$ cat config.mk
export PLATFORM = sky130hd
export DESIGN_NAME = sum_accumulator
export DESIGN_NICKNAME = d
export VERILOG_FILES = /design/src/rtl/sum_accumulator.sv
export SDC_FILE = /design/constraint.sdc
export NUM_CORES = 1
export LEC_CHECK = 0
export CAP_MARGIN = 20
export CORE_ASPECT_RATIO = 1.75
export CORE_MARGIN = 5
export CORE_UTILIZATION = 45
export DETAILED_ROUTE_END_ITERATION = 12
export GPL_TIMING_DRIVEN = 0
export PLACE_DENSITY_LB_ADDON = 0.08
export SYNTH_ARGS = -nofsm -noshare
export SYNTH_HDL_FRONTEND = slang
export SYNTH_SLANG_ARGS = --single-unit
$ cat constraint.sdc
create_clock -name clk -period 4.9 [get_ports clk]
set_input_delay 0.735 -clock clk [delete_from_list [all_inputs] [get_ports clk]]
set_output_delay 0.735 -clock clk [all_outputs]
set_load 0.05 [all_outputs]
$ cat src/rtl/sum_accumulator.sv
// Block-sum stage behind the 8-bit adder: sums COUNT samples per block and presents each total over valid/ready.
// Optional SUM_ACCUMULATOR_SATURATE_EN clamps the total at 2^ACC_W-1 instead of wrapping.
//
// state | meaning
// ACCUM | collecting samples of the current block
// HOLD  | a completed block is presented on out_sum/out_ovf
module sum_accumulator #(
  parameter int IN_W  = 9,
  parameter int COUNT = 4,
  parameter int ACC_W = 12
) (
  input  logic             clk,
  input  logic             rst_n,
  input  logic             in_valid,
  input  logic [IN_W-1:0]  in_data,
  output logic             in_ready,
  output logic             out_valid,
  output logic [ACC_W-1:0] out_sum,
  output logic             out_ovf,
  input  logic             out_ready
);

  localparam int CNT_W = (COUNT > 1) ? $clog2(COUNT) : 1;
  localparam logic [CNT_W-1:0] CNT_LAST = CNT_W'(COUNT - 1);

  typedef enum logic {ACCUM = 1'b0, HOLD = 1'b1} state_t;

  state_t           state, state_nxt;
  logic [ACC_W-1:0] acc, acc_nxt;
  logic [CNT_W-1:0] cnt, cnt_nxt;
  logic             ovf, ovf_nxt;
  logic             out_valid_nxt;
  logic [ACC_W-1:0] out_sum_nxt;
  logic             out_ovf_nxt;

  logic             in_fire, out_fire;
  logic             first_beat, last_beat;
  logic [ACC_W-1:0] base;
  logic [ACC_W:0]   sum_ext;
  logic             carry;
  logic [ACC_W-1:0] total;
  logic             ovf_beat;

  assign in_ready = (state == ACCUM) || out_ready;
  assign in_fire  = in_valid && in_ready;
  assign out_fire = out_valid && out_ready;

  // First beat of a block starts from zero regardless of what acc holds.
  assign first_beat = (cnt == '0);
  assign last_beat  = (cnt == CNT_LAST);
  assign base       = first_beat ? '0 : acc;
  assign sum_ext    = {1'b0, base} + {{(ACC_W + 1 - IN_W){1'b0}}, in_data};
  assign carry      = sum_ext[ACC_W];
  assign ovf_beat   = (!first_beat && ovf) || carry;

`ifdef SUM_ACCUMULATOR_SATURATE_EN
  // Once clamped, any further nonzero addend carries again, so the clamp holds.
  assign total = carry ? {ACC_W{1'b1}} : sum_ext[ACC_W-1:0];
`else
  assign total = sum_ext[ACC_W-1:0];
`endif

  always_comb begin
    state_nxt     = state;
    acc_nxt       = acc;
    cnt_nxt       = cnt;
    ovf_nxt       = ovf;
    out_valid_nxt = out_valid;
    out_sum_nxt   = out_sum;
    out_ovf_nxt   = out_ovf;

    if (out_fire) begin
      out_valid_nxt = 1'b0;
      state_nxt     = ACCUM;
    end

    if (in_fire) begin
      if (last_beat) begin
        out_sum_nxt   = total;
        out_ovf_nxt   = ovf_beat;
        out_valid_nxt = 1'b1;
        state_nxt     = HOLD;
        acc_nxt       = '0;
        cnt_nxt       = '0;
        ovf_nxt       = 1'b0;
      end else begin
        acc_nxt = total;
        cnt_nxt = cnt + CNT_W'(1);
        ovf_nxt = ovf_beat;
      end
    end
  end

  always_ff @(posedge clk or negedge rst_n) begin
    if (!rst_n) begin
      state     <= ACCUM;
      acc       <= '0;
      cnt       <= '0;
      ovf       <= 1'b0;
      out_valid <= 1'b0;
      out_sum   <= '0;
      out_ovf   <= 1'b0;
    end else begin
      state     <= state_nxt;
      acc       <= acc_nxt;
      cnt       <= cnt_nxt;
      ovf       <= ovf_nxt;
      out_valid <= out_valid_nxt;
      out_sum   <= out_sum_nxt;
      out_ovf   <= out_ovf_nxt;
    end
  end

endmodule

==> results of run 1 <==
layout by cell type, fill, tap and decap left out, types with 3 or more instances in the layout:
cell type        count
nand2_1             39
dfrtp_1             30
clkdlybuf4s50_1     27
nor2b_1             11
ha_1                11
nand3_1             10
nor2_1              10
clkbuf_1             7
a21oi_1              7
nand2b_1             6
o21ai_0              6
clkbuf_8             6
inv_1                5
a21o_1               4
a22o_1               4
o2111ai_1            4
xnor2_1              4
o31ai_1              4
o21ai_1              3
nor3_1               3
a31oi_1              3
mux2_2               3
flip-flops by register name, summed over array words and instances (netlist names):
signal	count
ovf	1
acc	12
state	1
out_valid	1
cnt	2
out_ovf	1
out_sum	12
cell type report:
class / instances / share of cell area [%]
clock inverters: 1 / 0.221
repair buffers: 28 / 13.2
plain buffers: 7 / 1.22
multi-input cells: 156 / 44.9
flip-flops and latches: 30 / 33.2
clock buffers: 7 / 3.82
inverters: 5 / 0.831
well taps: 48 / 2.66
per-layer routing:
layer	GRT usage [%]	share of wire (%)	vias up
li1	-	-	776
met2	32.8	55	34
met4	8.12	2.0	0
met5	0	0	-
met1	20.4	39	751
met3	3.44	3.7	8
path summary, 6_finish.rpt:
| path | end | cells past startpoint |
|---|---|---|
| max reg2reg | out_sum[8] | 11 |
| min | acc[2] | 2 |
| min in group asynchronous | acc[10] | 1 |
| min reg2reg | acc[2] | 2 |
| max | out_sum[8] | 11 |
| max in group asynchronous | out_sum[2] | 2 |
through the flow:
stage,util [%],area [µm²],power (mW),hold WS [ns]
3_3_place_gp,54.8,2140,1.41,0.454
5_1_grt,57.9,2260,1.77,0.504
3_5_place_dp,55.5,2170,1.45,0.458
4_1_cts,57.9,2260,1.66,0.473
2_1_floorplan,-,1810,1.16,0.439
6_report,57.9,2260,1.65,0.472
tightest hold or removal path: stages, from the launching register on:
cell and delay (ns):
dfrtp_1 0.34, nand2_1 0.05, o31ai_1 0.05
cells by family (layout without fill, tap and decap cells):
logic type,Yosys count,after routing,synth area share [%]
buf+inv,12,48,2.56
mux,4,4,2.42
flops,30,30,41.5
simple gates,90,90,24.0
compound gates,45,45,18.5
xor+xnor,5,5,2.42
fa+ha+maj,12,12,8.71
report_power, final:
part / total [mW] / internal (mW) / switching (mW)
Clock: 0.207 / 0.113 / 0.0940
Combinational: 1.01 / 0.378 / 0.630
Sequential: 0.431 / 0.364 / 0.0664
==> results.ini, run 1 <==
[yosys]
synth_common_cells = nand2_1, dfrtp_1, ha_1, nor2b_1
synth-main-ff-cell = dfrtp_1
ys_seq_area_share_pct = 41.5
synth_seq_cells = 30
synthesis.nets = 223
synth_area_leaders = dfrtp_1, nand2_1, ha_1, nor2b_1, nand3_1
yosysMostFrequentCell = nand2_1
synth_cell_types = 41
synth_edf_count = 0
syn_area_mm2 = 0.00181
synth_top_area_share_pct = 41.5
async_reset_ff_share_pct = 100
synth_area_leader_cell = dfrtp_1
yosys_warnings = 0
synth_area_per_cell_um2 = 9.14
syn_inst = 198

[critical_path]
cp_top_family = adder cells
max_stage_delay_ns = 0.45
critPathKind = flip-flop to flip-flop
critical-path-slowest-cell = clkbuf_1
r2r-start = cnt[0]
cp_data_required_time_ns = 5.06
critPathLaunchType = flip-flop
cp-end-kind = flip-flop
path_cells = inv_1 > ha_1 > clkbuf_1 > nor2b_1 > ha_1 > fa_1 > a21o_1 > a221oi_2 > o21ai_1 > xor2_1 > mux2_2
cpMostUsedCell = ha_1
crit_arrival_ns = 3.40
crit_buf_inv = 2
regToRegSetupSlack_ns = 1.66
cp_max_fo = 10
startpoint = cnt[0]

[timing]
setup_viol = 0
final.min_clock_period_ns = 3.24
skew_ns = 0.00717
relSlewSlack_pct = 56.5
hold_violations = 0
worstMarginPinSlew_ns = 0.650
fmax_mhz = 309
rsz0062_at_grt = no
slew_violations = 0
finalCritPeriodShare_pct = 66.1
tns_ns = 0
worst_slack_ns = 1.66

[clock_tree]
clock_path_buffers = 2
htree_levels = 2
postCtsHoldBufs = 0
root_buffer = clkbuf_8
cts_tree = yes
cts.repair.resized = 0
numClockSinks = 30
cts-buffers-inserted = 5
postCtsSetupRepairBufs = 0
path_clk_slew_ns = 0.07
clk_latency_ns = 0.28

[routing]
ant_nets = 0
routedWlPerCell_um = 16.0
drt_iter0_drc = 45
drt-pass1-iter-count = 4
vias_per_cell = 5.56
vias = 1569
drc = 0
wirelength_um = 4520

[global_route]
antenna_found_initial = 0
grt_pass1_vias = 1691
grt_pass1_wl_um = 7660
grt_usage_pct = 18.3
grt_max_degree = 20
overflow = 0

[die]
die_y_um = 93.9
dieArea_mm2 = 0.00544
pin_count = 28
start_util_pct = 46.4
num_rows = 30
core-area_mm2 = 0.00390
dieWidth_um = 58.0

[place]
port_buffers = 27
dpl.cell_count = 274
dp_hpwl_um = 3470
gp_congestion = 0.836
preCtsSetupSlack_ns = 1.68

[pwr]
peakVddDrop_v = 0.000323
p_leak_nw = 1.01
p_per_area_mw_per_mm2 = 728

[job]
cap_violations = 0

[final_layout]
fillers = 372
multi_input_area_mm2 = 0.00101
synthToLayoutAreaGrowth_pct = 24.8
drive_above_1_share_pct = 7.26
antennaDiodeCount = 0
regArea_um2 = 751
final_nets = 258
stdcell_count = 282

[run_status]
outcome = finished, final reports clean

[min_path]
hold_path_class = flip-flop to flip-flop
holdCritStartpoint = acc[2]

No activity file was read; power rests on OpenSTA's default activity.
==> inputs of run 2 (changes only) <==
==> constraint.sdc (replaced) <==
create_clock -name clk -period 3 [get_ports clk]
set_input_delay 0.45 -clock clk [delete_from_list [all_inputs] [get_ports clk]]
set_output_delay 0.45 -clock clk [all_outputs]
set_load 0.05 [all_outputs]
==> run 2 against run 1 <==
  * Hold slack better by 0.0018 ns
  * Power is 65% higher
  * Sequential share of layout area is 0.26 points lower
  * Combinational power is 66% higher
  * Die area stayed put
  * Final cell count stayed put
  * Register-to-register slack worse by 1.5 ns
  * Clock skew hardly changed
  * Critical path depth stayed put
  * Design area is 0.77% higher
  * Sequential power is 63% higher
  * Largest cell class unchanged
  * Highest routed layer unchanged
==> results.ini, run 2 (same netlist as run 1, synthesis figures left out) <==
[critical_path]
crit_cells = 11  ; unchanged
path_cells = inv_1 > ha_2 > buf_4 > nor2b_1 > ha_1 > fa_1 > a21o_1 > a221oi_4 > o21ai_1 > xor2_1 > mux2_2  ; was inv_1 > ha_1 > clkbuf_1 > nor2b_1 > ha_1 > fa_1 > a21o_1 > a221oi_2 > o21ai_1 > xor2_1 > mux2_2
cp-end-kind = flip-flop  ; unchanged
critPathKind = flip-flop to flip-flop  ; unchanged
critical-path-slowest-cell = dfrtp_1  ; was clkbuf_1
max_stage_delay_ns = 0.41  ; was 0.45 ns
critPathLaunchType = flip-flop  ; unchanged
r2r-end = out_sum[8]  ; unchanged
regToRegSetupSlack_ns = 0.13  ; was 1.66 ns
r2r-start = cnt[0]  ; unchanged
startpoint = cnt[0]  ; unchanged
crit_arrival_ns = 3.04  ; was 3.40 ns
crit_path_end = out_sum[8]  ; unchanged
cp_top_family = adder cells  ; unchanged
reg2reg_depth = 11  ; unchanged
cp_max_fo = 10  ; unchanged
crit_buf_inv = 2  ; unchanged
cp_data_required_time_ns = 3.16  ; was 5.06 ns

[pwr]
total_power_mw = 2.72  ; was 1.65 mW
switchingPower_mw = 1.30  ; was 790 µW
p_leak_nw = 1.02  ; was 1.01 nW
p_clk_share_pct = 12.5  ; was 12.6%
switching_share_pct = 48.0  ; about the same
p_int_mw = 1.41  ; was 855 µW
p_per_area_mw_per_mm2 = 1190  ; was 728 mW/mm²
peakVddDrop_v = 0.000531  ; was 0.000323 V
seqPwrFrac_pct = 25.9  ; was 26.2%
p_comb_share_pct = 61.6  ; was 61.2%

[die]
dieArea_mm2 = 0.00544  ; unchanged
die_y_um = 93.9  ; unchanged
dieWidth_um = 58.0  ; unchanged
num_rows = 30  ; unchanged
pin_count = 28  ; unchanged
core-area_mm2 = 0.00390  ; unchanged
start_util_pct = 46.4  ; unchanged

[global_route]
grt_max_degree = 20  ; unchanged
overflow = 0  ; unchanged
grt_usage_pct = 18.3  ; unchanged
antenna_found_initial = 0  ; unchanged
grt_pass1_vias = 1691  ; unchanged
grt_pass1_wl_um = 7660  ; unchanged

[timing]
relSlewSlack_pct = 57.0  ; was 56.5%
rsz0062_at_grt = no  ; unchanged
fmax_mhz = 348  ; was 309 MHz
finalCritPeriodShare_pct = 95.7  ; was 66.1%
skew_ns = 0.00678  ; was 0.00717 ns
slew_violations = 0  ; unchanged
hold_violations = 0  ; unchanged
worstMarginPinSlew_ns = 0.642  ; was 0.650 ns
tns_ns = 0  ; unchanged
final.min_clock_period_ns = 2.87  ; was 3.24 ns
setup_viol = 0  ; unchanged

[clock_tree]
path_clk_slew_ns = 0.07  ; about the same
cts-buffers-inserted = 5  ; unchanged
htree_levels = 2  ; unchanged
clk_latency_ns = 0.28  ; about the same
numClockSinks = 30  ; unchanged
cts_tree = yes  ; unchanged
postCtsSetupRepairBufs = 0  ; unchanged
postCtsHoldBufs = 0  ; unchanged
root_buffer = clkbuf_8  ; unchanged
clock_path_buffers = 2  ; unchanged

[job]
cap_violations = 0  ; unchanged

[place]
port_buffers = 27  ; unchanged
dp_hpwl_um = 3470  ; unchanged
gp_congestion = 0.836  ; unchanged
dpl.cell_count = 274  ; unchanged

[min_path]
hold_path_class = flip-flop to flip-flop  ; unchanged
hold_depth = 2  ; unchanged

[routing]
routedWlPerCell_um = 16.1  ; was 16.0 µm
vias = 1577  ; was 1,569
drt_iter0_drc = 45  ; unchanged
drc = 0  ; unchanged
vias_per_cell = 5.59  ; was 5.56
wirelength_um = 4550  ; was 4520 µm
drt-pass1-iter-count = 4  ; unchanged
ant_nets = 0  ; unchanged

[final_layout]
final_cell_mix = nand2_1, dfrtp_1, clkdlybuf4s50_1  ; unchanged
synthToLayoutAreaGrowth_pct = 25.8  ; was 24.8%
final_common_cell = nand2_1  ; unchanged
stdcell_count = 282  ; unchanged
fillers = 374  ; was 372
antennaDiodeCount = 0  ; unchanged
largest_registers = acc (12), out_sum (12), cnt (2)  ; unchanged
utilization_pct = 58.3  ; was 57.9%
drive_above_1_share_pct = 8.12  ; was 7.26%
final_nets = 258  ; unchanged

[run_status]
outcome = finished, final reports clean  ; unchanged

run 2: power by group through the flow:
stage	clock (mW)	combinational (mW)	sequential, mW
5_1_grt	0.366	1.82	0.733
4_1_cts	0.348	1.66	0.705
6_report	0.340	1.68	0.703
2_1_floorplan	0	0.895	0.995
3_3_place_gp	0	1.60	0.704
3_5_place_dp	0	1.65	0.713
run 2: repair_timing:
item	CTS	global route
setup endpoints to repair	9	4
resized for setup	2	3
hold endpoints to repair	0	0
run 2: worst min-delay path by stage:
| stage | to | start |
|---|---|---|
| global route | out_sum[4] | out_sum[4] |
| detailed placement | acc[2] | acc[2] |
| floorplan | acc[0] | rst_n |
| global placement | acc[1] | acc[1] |
| finish | acc[2] | acc[2] |
| CTS | acc[2] | acc[2] |
run 2: per-layer routing:
layer | global-route usage, % | up-vias | part of all wire (%)
met5 | 0 | - | 0
met4 | 8.12 | 0 | 2.0
met2 | 32.8 | 29 | 55
met1 | 20.4 | 767 | 39
li1 | - | 772 | -
met3 | 3.44 | 9 | 3.4
run 2: through the flow:
stage          setup WS, ns  hold slack, ns  cell area [µm²]
3_3_place_gp         -0.176           0.454             2140
6_report              0.128           0.474             2280
5_1_grt              0.0284           0.504             2280
3_5_place_dp         -0.223           0.458             2170
4_1_cts             0.00449           0.473             2260
2_1_floorplan         0.251           0.154             1810
run 2: worst register-to-register path, stage by stage (launching register included):
cell,delay [ns]
dfrtp_1,0.41
inv_1,0.08
ha_2,0.23
buf_4,0.21
nor2b_1,0.07
ha_1,0.21
fa_1,0.41
a21o_1,0.22
a221oi_4,0.35
o21ai_1,0.12
xor2_1,0.17
mux2_2,0.27
run 2: layout make-up:
type | instances | area [µm²] | area share [%]
Multi-Input combinational cell | 156 | 1030 | 45.1
Sequential cell | 30 | 751 | 33.0
Timing Repair Buffer | 28 | 298 | 13.1
Clock buffer | 7 | 86.3 | 3.79
Tap cell | 48 | 60.1 | 2.64
Buffer | 7 | 31.3 | 1.37
Inverter | 5 | 18.8 | 0.824
Clock inverter | 1 | 5.00 | 0.220
==> inputs of run 3 (changes only) <==
--- a/config.mk
+++ b/config.mk
@@ -10,6 +10,7 @@
 export CORE_MARGIN = 5
 export CORE_UTILIZATION = 45
 export DETAILED_ROUTE_END_ITERATION = 12
+export GPL_ROUTABILITY_DRIVEN = 0
 export GPL_TIMING_DRIVEN = 0
 export PLACE_DENSITY_LB_ADDON = 0.08
 export SYNTH_ARGS = -nofsm -noshare
==> results of run 3 <==
No change in the layout: final DEF, timing and power equal those of run 2.
